===== config.mk =====
export PLATFORM = sky130hd
export DESIGN_NAME = spi_flash_responder_flat
export DESIGN_NICKNAME = d
export VERILOG_FILES = /design/src/rtl/spi_flash_responder_if.sv /design/src/rtl/spi_flash_responder.sv /design/src/flat_wrapper.sv
export SDC_FILE = /design/constraint.sdc
export NUM_CORES = 1
export LEC_CHECK = 0
export ABC_AREA = 0
export CAP_MARGIN = 20
export CORE_MARGIN = 2
export CORE_UTILIZATION = 40
export CTS_BUF_LIST = sky130_fd_sc_hd__clkbuf_16
export DETAILED_ROUTE_END_ITERATION = 8
export PLACE_DENSITY = 0.58
export SYNTH_ARGS = -nofsm -noshare
export SYNTH_HDL_FRONTEND = slang
export SYNTH_SLANG_ARGS = --single-unit

===== constraint.sdc =====
create_clock -name clk -period 4.2 [get_ports clk]
set_input_delay 0.42 -clock clk [delete_from_list [all_inputs] [get_ports clk]]
set_output_delay 0.42 -clock clk [all_outputs]
set_load 0.05 [all_outputs]

===== src/rtl/spi_flash_responder_if.sv =====
// Pin bundle between the SPI flash responder, its SPI master and its byte memory.
// mem_rd is a one-clk strobe with mem_addr valid alongside; mem_rdata must be valid exactly one clk later (no stall).
interface spi_flash_responder_if #(
   parameter int MEM_AW = 12
);
   logic              spi_sck;
   logic              spi_cs_n;
   logic              spi_si;
   logic              spi_so;
   logic              spi_so_oe;
   logic              mem_rd;
   logic [MEM_AW-1:0] mem_addr;
   logic [7:0]        mem_rdata;

   modport slave (
      input  spi_sck, spi_cs_n, spi_si, mem_rdata,
      output spi_so, spi_so_oe, mem_rd, mem_addr
   );

   modport master (
      output spi_sck, spi_cs_n, spi_si, mem_rdata,
      input  spi_so, spi_so_oe, mem_rd, mem_addr
   );
endinterface


===== src/rtl/spi_flash_responder.sv =====
// SPI mode-0 flash target answering READ (0x03) and RDID (0x9F), fully oversampled in the clk domain.
// READ bytes come from a one-clk-latency synchronous byte memory; the next byte is prefetched after bit 0 goes out.
module spi_flash_responder #(
   parameter int          MEM_AW  = 12,
   parameter logic [23:0] ID_WORD = 24'h010216,
   parameter int          SYNC    = 2
) (
   input  logic                 clk,
   input  logic                 reset_n,
   spi_flash_responder_if.slave bus,
   output logic                 busy,
   output logic [7:0]           last_cmd,
   output logic [2:0]           state_dbg
);
   typedef enum logic [2:0] {
      IDLE   = 3'd0,
      CMD    = 3'd1,
      ADDR   = 3'd2,
      DATA   = 3'd3,
      ID     = 3'd4,
      IGNORE = 3'd5
   } state_t;

   localparam logic [MEM_AW-1:0] ADDR_ONE = 1;

   state_t            state;
   logic [SYNC-1:0]   sck_sync, cs_sync, si_sync;
   logic              sck_q, cs_q;
   logic [4:0]        bit_cnt;
   logic [6:0]        cmd_sr;
   logic [22:0]       addr_sr;
   logic [MEM_AW-1:0] addr_reg;
   logic [7:0]        tx_sr;
   logic              cap;

   logic              s_sck, s_cs, s_si;
   logic              rise, fall, cs_fall, cs_rise;
   logic [7:0]        cmd_byte;
   logic [23:0]       addr_full;
   logic [MEM_AW-1:0] addr_next;

   assign s_sck     = sck_sync[SYNC-1];
   assign s_cs      = cs_sync[SYNC-1];
   assign s_si      = si_sync[SYNC-1];
   assign rise      = s_sck & ~sck_q & ~s_cs;
   assign fall      = ~s_sck & sck_q & ~s_cs;
   assign cs_fall   = cs_q & ~s_cs;
   assign cs_rise   = ~cs_q & s_cs;
   assign cmd_byte  = {cmd_sr, s_si};
   assign addr_full = {addr_sr, s_si};
   assign addr_next = addr_reg + ADDR_ONE;
   assign state_dbg = state;

   always_ff @(posedge clk or negedge reset_n) begin
      if (!reset_n) begin
         sck_sync <= '0;
         cs_sync  <= '1;
         si_sync  <= '0;
         sck_q    <= 1'b0;
         cs_q     <= 1'b1;
      end else begin
         sck_sync <= {sck_sync[SYNC-2:0], bus.spi_sck};
         cs_sync  <= {cs_sync[SYNC-2:0], bus.spi_cs_n};
         si_sync  <= {si_sync[SYNC-2:0], bus.spi_si};
         sck_q    <= s_sck;
         cs_q     <= s_cs;
      end
   end

   always_ff @(posedge clk or negedge reset_n) begin
      if (!reset_n) begin
         state         <= IDLE;
         bus.spi_so    <= 1'b0;
         bus.spi_so_oe <= 1'b0;
         bus.mem_rd    <= 1'b0;
         bus.mem_addr  <= '0;
         busy          <= 1'b0;
         last_cmd      <= 8'h00;
         bit_cnt       <= '0;
         cmd_sr        <= '0;
         addr_sr       <= '0;
         addr_reg      <= '0;
         tx_sr         <= '0;
         cap           <= 1'b0;
      end else begin
         bus.mem_rd <= 1'b0;
         cap        <= bus.mem_rd;
         if (cs_rise) begin
            // Deselect wins over everything, including a fetch already in flight.
            state         <= IDLE;
            bus.spi_so_oe <= 1'b0;
            bit_cnt       <= '0;
            busy          <= 1'b0;
            cap           <= 1'b0;
         end else begin
            case (state)
               IDLE: begin
                  if (cs_fall) begin
                     state   <= CMD;
                     busy    <= 1'b1;
                     bit_cnt <= '0;
                  end
               end
               CMD: begin
                  if (rise) begin
                     cmd_sr <= cmd_byte[6:0];
                     if (bit_cnt == 5'd7) begin
                        last_cmd <= cmd_byte;
                        bit_cnt  <= '0;
                        case (cmd_byte)
                           8'h03: state <= ADDR;
                           8'h9F: begin
                              state         <= ID;
                              bus.spi_so_oe <= 1'b1;
                              bus.spi_so    <= ID_WORD[23];
                           end
                           default: state <= IGNORE;
                        endcase
                     end else begin
                        bit_cnt <= bit_cnt + 5'd1;
                     end
                  end
               end
               ADDR: begin
                  if (rise) begin
                     addr_sr <= addr_full[22:0];
                     if (bit_cnt == 5'd23) begin
                        addr_reg      <= addr_full[MEM_AW-1:0];
                        bus.mem_addr  <= addr_full[MEM_AW-1:0];
                        bus.mem_rd    <= 1'b1;
                        bus.spi_so_oe <= 1'b1;
                        bit_cnt       <= '0;
                        state         <= DATA;
                     end else begin
                        bit_cnt <= bit_cnt + 5'd1;
                     end
                  end
               end
               DATA: begin
                  // bit_cnt counts rises within the byte; the fall at count 0 presents bit 7.
                  if (rise) begin
                     bit_cnt <= (bit_cnt == 5'd7) ? 5'd0 : bit_cnt + 5'd1;
                  end else if (fall) begin
                     if (bit_cnt == 5'd0) begin
                        bus.spi_so <= tx_sr[7];
                     end else begin
                        tx_sr      <= {tx_sr[6:0], 1'b0};
                        bus.spi_so <= tx_sr[6];
                        if (bit_cnt == 5'd7) begin
                           bus.mem_rd   <= 1'b1;
                           bus.mem_addr <= addr_next;
                           addr_reg     <= addr_next;
                        end
                     end
                  end
               end
               ID: begin
                  if (rise) begin
                     bit_cnt <= (bit_cnt == 5'd23) ? 5'd0 : bit_cnt + 5'd1;
                  end else if (fall) begin
                     bus.spi_so <= ID_WORD[5'd23 - bit_cnt];
                  end
               end
               default: ;
            endcase
            // Only the first byte of a READ is captured before any data fall, so it goes straight to so.
            if (cap) begin
               tx_sr <= bus.mem_rdata;
               if (bit_cnt == 5'd0) bus.spi_so <= bus.mem_rdata[7];
            end
         end
      end
   end
endmodule


===== src/flat_wrapper.sv =====
// flat-port wrapper written by rule: the top's interface ports become plain ports
module spi_flash_responder_flat 
#(
   parameter int          MEM_AW  = 12,
   parameter logic [23:0] ID_WORD = 24'h010216,
   parameter int          SYNC    = 2
)
  (clk, reset_n, busy, last_cmd, state_dbg, bus_spi_sck, bus_spi_cs_n, bus_spi_si, bus_mem_rdata, bus_spi_so, bus_spi_so_oe, bus_mem_rd, bus_mem_addr);
  spi_flash_responder_if #(.MEM_AW(MEM_AW)) bus_i ();
  input  logic clk;
  input  logic reset_n;
  output logic busy;
  output logic [7:0] last_cmd;
  output logic [2:0] state_dbg;
  input wire logic [$bits(bus_i.spi_sck)-1:0] bus_spi_sck;
  input wire logic [$bits(bus_i.spi_cs_n)-1:0] bus_spi_cs_n;
  input wire logic [$bits(bus_i.spi_si)-1:0] bus_spi_si;
  input wire logic [$bits(bus_i.mem_rdata)-1:0] bus_mem_rdata;
  output wire logic [$bits(bus_i.spi_so)-1:0] bus_spi_so;
  output wire logic [$bits(bus_i.spi_so_oe)-1:0] bus_spi_so_oe;
  output wire logic [$bits(bus_i.mem_rd)-1:0] bus_mem_rd;
  output wire logic [$bits(bus_i.mem_addr)-1:0] bus_mem_addr;
  assign bus_i.spi_sck = bus_spi_sck;
  assign bus_i.spi_cs_n = bus_spi_cs_n;
  assign bus_i.spi_si = bus_spi_si;
  assign bus_i.mem_rdata = bus_mem_rdata;
  assign bus_spi_so = bus_i.spi_so;
  assign bus_spi_so_oe = bus_i.spi_so_oe;
  assign bus_mem_rd = bus_i.mem_rd;
  assign bus_mem_addr = bus_i.mem_addr;
  spi_flash_responder #(.MEM_AW(MEM_AW), .ID_WORD(ID_WORD), .SYNC(SYNC)) u_core (.clk(clk), .reset_n(reset_n), .bus(bus_i), .busy(busy), .last_cmd(last_cmd), .state_dbg(state_dbg));
endmodule

==> impl_metrics.yaml, run 1 <==
synth:
  synth_top_family_by_area: "simple AND/OR/NAND/NOR gates"
  ys_dominant_reg_cell: "sky130_fd_sc_hd__dfrtp_1"
  synth_simple_gate_area_share_pct: 15.05
  synthDistinctLibCells: 61
  yosys_warnings: 0
  yosysSeqAreaShare_pct: 50.55
  synth_edf_count: 0
  postSynthAreaPerCell_um2: 11.04
  mappedNetlistArea_um2: 3324
  mappedNetlistNets: 322
  mux_cell_area_share_after_synthesis_pct: 12.91
  synth_compound_area_share_pct: 14.41
  synthesis.instances: 301
  synth.ff_latch_count: 67
  async_flop_share_pct: 100.0
  adder_cell_fraction_of_synth_area_pct: 3.011
  xor_xnor_portion_of_the_synthesized_cell_area_pct: 0.2635
global_route:
  grt_antenna_before_repair: 0
  grt_max_degree: 36
  first_global_vias: 2410
  grt_first_pass_wirelength_um: 11500
  grt.total_usage_pct: 16.65
  globalRoute.totalOverflow: 0
clock_tree:
  cts.repair_timing.setup_buffer_count: 0
  numCtsBuffers: 9
  clock_tree_from_tritoncts: "yes"
  cts_max_level: 3
  max-clock-path-buffers: 2
  cts_resized: 0
  holdBufCountCts: 0
  clock-root-buffer: "sky130_fd_sc_hd__clkbuf_16"
  clk_latency_ns: 0.33
  clkSlewWorstSetupHoldPaths_ns: 0.05
  tritoncts_num_sinks: 67
route:
  1st_pass_router_iterations: 4
  per_cell_via_count_in_the_routed_design: 5.348
  drtIter0Drc: 128
  route.detailed.drc: 0
  routed-via-count: 2412
  total_detailed_routing_wirelength_um: 6702
  antenna_violating_nets_post_route: 0
  routedWlPerCell_um: 14.86
place:
  placement.io_buffers: 39
  post-dp-hpwl_um: 4604
  gpl.final_weighted_congestion: 0.8318
sta:
  slew_viol_final: 0
  holdWs_ns: 0.1659
  hold_violations: 0
  setup_repair_after_global_routing_missed_its_margin: "false"
  report.final.setup_viol: 0
  worst_clock_skew_ns: 0.005536
  timing.final.crit_share_pct: 58.25
  setup_total_negative_slack_ns: 0
  tightestPinTransition_ns: 0.8673
  max_freq_mhz: 408.8
  period_needed_ns: 2.446
  max-slew-margin-rel_pct: 42.18
power:
  max-vdd-ir-drop_mv: 0.2416
  leakage_power_total_nw: 1.735
  cellPowerDensity_nw_per_um2: 466.6
floorplan:
  floorplan.initialDensity_pct: 40.87
  die_outline_area_um2: 9056
  die-height_um: 95.17
  die_width_um: 95.17
  io-pin-count: 40
  floorplan.rows: 33
  core-area_um2: 8134
critical_path:
  critical_path.n_buffers_inverters: 0
  worstSetupEndpointType: "flop"
  critical_path.startpoint_type: "flop"
  critical_path_class: "reg -> reg"
  cp_max_fo: 27
  timing.critical_path.cells: "and3b_1, nand3b_1, a21oi_2, o22ai_1"
  worst_path_dominant_cell_family: "simple AND/OR/NAND/NOR gates"
  crit_arrival_ns: 2.62
  critPathRequiredTime_ns: 4.37
  cpMaxStageDelayCell: "sky130_fd_sc_hd__and3b_1"
  worst_path_largest_cell_delay_ns: 0.81
cells_and_area:
  area.growth.synth_to_final_pct: 22.32
  commonest_non_fill_non_tap_cell_in_the_layout: "sky130_fd_sc_hd__dfrtp_1"
  antenna_cells: 0
  final_nets: 362
  final_core_util_pct: 49.99
  largest_register_ff_count: 12
  drive_gt1_share_pct: 17.92
  most-common-layout-cells: "sky130_fd_sc_hd__dfrtp_1, sky130_fd_sc_hd__clkdlybuf4s50_1, sky130_fd_sc_hd__a21oi_1"
hold_path:
  hold_path.class: "in -> async"
outcome:
  run_status: "complete, no violations"
run:
  maxCapViolCount: 0
==> cell usage after synthesis, types with 2 or more instances <==
library cell | count | area (µm²)
sky130_fd_sc_hd__inv_1 | 14 | 52.55
sky130_fd_sc_hd__mux2_2 | 27 | 304.0
sky130_fd_sc_hd__o211ai_1 | 2 | 15.01
sky130_fd_sc_hd__nand4_1 | 4 | 25.02
sky130_fd_sc_hd__dfstp_2 | 3 | 78.83
sky130_fd_sc_hd__nor2b_1 | 3 | 18.77
sky130_fd_sc_hd__dfrtp_1 | 64 | 1602
sky130_fd_sc_hd__clkbuf_1 | 3 | 11.26
sky130_fd_sc_hd__ha_1 | 8 | 100.1
sky130_fd_sc_hd__or3_1 | 3 | 18.77
sky130_fd_sc_hd__nor2_1 | 17 | 63.81
sky130_fd_sc_hd__o32ai_1 | 2 | 17.52
sky130_fd_sc_hd__a31oi_1 | 3 | 18.77
sky130_fd_sc_hd__o31ai_1 | 2 | 15.01
sky130_fd_sc_hd__o21bai_2 | 2 | 22.52
sky130_fd_sc_hd__nor3_1 | 5 | 25.02
sky130_fd_sc_hd__nor3b_1 | 2 | 15.01
sky130_fd_sc_hd__nand2b_1 | 3 | 18.77
sky130_fd_sc_hd__o2111ai_1 | 2 | 17.52
sky130_fd_sc_hd__and4_1 | 2 | 17.52
sky130_fd_sc_hd__o21ai_0 | 11 | 55.05
sky130_fd_sc_hd__buf_6 | 2 | 22.52
sky130_fd_sc_hd__mux2i_1 | 11 | 110.1
sky130_fd_sc_hd__nand2_1 | 21 | 78.83
sky130_fd_sc_hd__and3_1 | 2 | 12.51
sky130_fd_sc_hd__o22ai_1 | 5 | 31.28
sky130_fd_sc_hd__buf_2 | 5 | 25.02
sky130_fd_sc_hd__nand3b_1 | 2 | 15.01
sky130_fd_sc_hd__a21oi_1 | 30 | 150.1
sky130_fd_sc_hd__nand3_1 | 10 | 50.05
==> layout make-up <==
cell class / instances / area, µm²
inverters: 15 / 56.30
multi-input cells: 207 / 1518
fillers: 737 / 4068
clock inverters: 7 / 55.05
repair buffers: 41 / 400.4
flip-flops and latches: 67 / 1680
well taps: 105 / 131.4
clock buffers: 9 / 225.2
==> per-stage QoR <==
stage	instance area, µm²	total power (W)	std cells	setup slack (ns)
2_1_floorplan	3324	0.001073	301	2.163
3_3_place_gp	3786	0.001194	435	1.809
3_5_place_dp	3786	0.001199	435	1.752
4_1_cts	4066	0.001915	451	1.714
5_1_grt	4066	0.001994	451	1.402
6_report	4066	0.001898	451	1.754
==> report_power, final <==
group,internal (W),total (W),switching (W)
sequential,0.000696,0.000769,0.0000731
clock,0.000448,0.000713,0.000265
combinational,0.000172,0.000415,0.000243
total,0.00132,0.00190,0.000581
==> kinds of logic (layout without fill, tap and decap cells) <==
kind of cell / after synthesis / after routing
XOR/XNOR: 1 / 1
AO/OA/AOI/OAI: 72 / 72
buffers and inverters: 27 / 72
multiplexers: 39 / 39
flip-flops: 67 / 67
adder cells (fa/ha/maj): 8 / 8
AND/OR/NAND/NOR: 87 / 87
==> layer usage <==
layer	GRT usage, %	vias up	wire length [µm]
met2	25.29	32	3057
met5	0	-	0
met4	8.454	0	113
li1	-	1186	-
met1	22.27	1184	3294
met3	3.874	10	236
==> final timing paths <==
path / startpoint / end / slack (ns) / depth (start not counted)
worst max-delay path: u_core.state_dbg[0] / u_core.tx_sr[0] / 1.75 / 4
worst min-delay path: reset_n / u_core.bit_cnt[1] / 0.17 / 1
worst max register to register: u_core.state_dbg[0] / u_core.tx_sr[0] / 1.75 / 4
worst min register to register: u_core.sck_sync[0] / u_core.sck_sync[1] / 0.35 / 0
max in group asynchronous: reset_n / u_core.cs_q / 3.09 / 2
min in group clk: u_core.sck_sync[0] / u_core.sck_sync[1] / 0.35 / 0
Note: power is estimated with default switching activity, not from simulation.
==> run 2, diff against run 1 <==
PLACE_DENSITY = 0.61   (was 0.58)
clock period = 2.1 ns   (was 4.2 ns; I/O delays follow)
==> run 2 against run 1 <==
  * Final area up 4.1%
  * Largest cell class unchanged
  * Cell count is 3.1% higher
  * Highest routed layer unchanged
  * Clock skew rose by 0.0031 ns
  * Flip-flop and latch count is the same
==> impl_metrics.yaml, run 2 (synthesis gave the netlist of run 1 again) <==
route:
  1st_pass_router_iterations: 6
  routedWlPerCell_um: 15.04
  antenna_violating_nets_post_route: 0
  routed-via-count: 2502
  total_detailed_routing_wirelength_um: 6995
  per_cell_via_count_in_the_routed_design: 5.381
  drtIter0Drc: 122
  route.detailed.drc: 0
hold_path:
  hold_path.class: "in -> reg"
  hold_path_startpoint: "bus_spi_cs_n"
  hold_depth: 1
  timing.hold.worst_endpoint: "u_core.cs_sync[0]"
sta:
  period_needed_ns: 1.966
  max_freq_mhz: 508.7
  slew_viol_final: 0
  timing.final.crit_share_pct: 93.61
  setup_repair_after_global_routing_missed_its_margin: "false"
  setup_total_negative_slack_ns: 0
  max-slew-margin-rel_pct: 61.96
  tightestPinTransition_ns: 0.5705
  report.final.setup_viol: 0
  hold_violations: 0
  worst_clock_skew_ns: 0.008608
floorplan:
  io-pin-count: 40
  core-area_um2: 8134
  die_width_um: 95.17
  floorplan.initialDensity_pct: 40.87
  die-height_um: 95.17
  die_outline_area_um2: 9056
  floorplan.rows: 33
critical_path:
  crit-reg2reg-capture: "u_core.addr_reg[4]"
  startpoint_of_the_most_critical_register_to_register_path: "u_core.bit_cnt[1]"
  crit_arrival_ns: 1.76
  cp_max_fo: 10
  timing.critical_path.cells: "buf_4, clkdlybuf4s50_1"
  critPathRequiredTime_ns: 1.89
  worstSetupEndpointType: "output port"
  worst_path_dominant_cell_family: "buffers and inverters"
  critical_path.startpoint_type: "flop"
  worst_path_largest_cell_delay_ns: 0.81
  critical_path_class: "reg -> out"
  stages_on_the_worst_setup_path: 2
  slack_of_the_worst_reg_to_reg_path_ns: 0.17
  reg2reg_depth: 7
  critical_path.n_buffers_inverters: 2
  cpMaxStageDelayCell: "sky130_fd_sc_hd__clkdlybuf4s50_1"
global_route:
  globalRoute.totalOverflow: 0
  grt_max_degree: 31
  grt_antenna_before_repair: 0
  grt_first_pass_wirelength_um: 12210
  grt.total_usage_pct: 17.43
  first_global_vias: 2492
place:
  dp.cells: 448
  postPlaceCellArea_um2: 3896
  placement.io_buffers: 39
  post-dp-hpwl_um: 4803
  gpl.final_weighted_congestion: 0.8109
cells_and_area:
  largest_register_ff_count: 12
  drive_gt1_share_pct: 22.22
  area.growth.synth_to_final_pct: 27.29
  most-common-layout-cells: "sky130_fd_sc_hd__dfrtp_1, sky130_fd_sc_hd__clkdlybuf4s50_1, sky130_fd_sc_hd__a21oi_1"
  final_nets: 376
  commonest_non_fill_non_tap_cell_in_the_layout: "sky130_fd_sc_hd__dfrtp_1"
  final_cell_area_um2: 4232
  final-instance-count-excl-fill: 465
  antenna_cells: 0
clock_tree:
  clock-root-buffer: "sky130_fd_sc_hd__clkbuf_16"
  max-clock-path-buffers: 2
  clock_tree_from_tritoncts: "yes"
  clk_latency_ns: 0.32
  tritoncts_num_sinks: 67
  cts_max_level: 3
  clkSlewWorstSetupHoldPaths_ns: 0.06
  numCtsBuffers: 9
power:
  max-vdd-ir-drop_mv: 0.4072
  cellPowerDensity_nw_per_um2: 954.6
  power_w: 0.004039
  leakage_power_total_nw: 1.829
run:
  maxCapViolCount: 0
outcome:
  run_status: "complete, no violations"
-- run 2: final cells by class --
| class | instances | area [µm²] |
|---|---|---|
| fill | 716 | 3902 |
| sequential | 67 | 1680 |
| multi-input combinational | 207 | 1523 |
| timing repair buffer | 55 | 523.0 |
| clock buffer | 9 | 225.2 |
| tap | 105 | 131.4 |
| clock inverter | 7 | 92.59 |
| inverter | 15 | 56.30 |
-- run 2: what timing repair did --
action,CTS,global route
gates resized for setup,0,2
hold endpoints to repair,19,0
hold buffers,1,0
setup endpoints to repair,0,2
setup buffers,0,0
-- run 2: where the power goes --
| part | switching (W) | internal (W) |
|---|---|---|
| clock | 0.000564 | 0.00104 |
| combinational | 0.000528 | 0.000390 |
| sequential | 0.000129 | 0.00139 |
| total | 0.00122 | 0.00282 |
-- run 2: worst max-delay path by stage --
stage | from | end
floorplan | u_core.cs_q | u_core.addr_sr[10]
finish | u_core.state_dbg[1] | state_dbg[1]
global route | u_core.bit_cnt[1] | u_core.addr_reg[0]
CTS | u_core.state_dbg[0] | state_dbg[0]
detailed placement | u_core.bit_cnt[1] | u_core.bit_cnt[3]
global placement | u_core.bit_cnt[1] | u_core.bit_cnt[0]
-- run 2: layer usage --
layer  vias to the layer above  share of wire (%)  GRT usage, %
met2                        52                 48         27.35
met1                      1233                 47         23.63
met3                         6                3.5         3.320
met4                         0                1.3         7.367
li1                       1211                  -             -
met5                         -                  0             0
-- run 2: stage by stage --
| stage | hold slack [ns] | setup WS, ns | util (%) |
|---|---|---|---|
| global route | 0.2833 | 0.01845 | 52.02 |
| floorplan | -0.08559 | 0.06250 | - |
| finish | 0.2926 | 0.1343 | 52.02 |
| CTS | 0.2851 | 0.006893 | 51.93 |
| detailed placement | 0.2408 | 0.1961 | 47.90 |
| global placement | 0.2333 | 0.2351 | 47.90 |
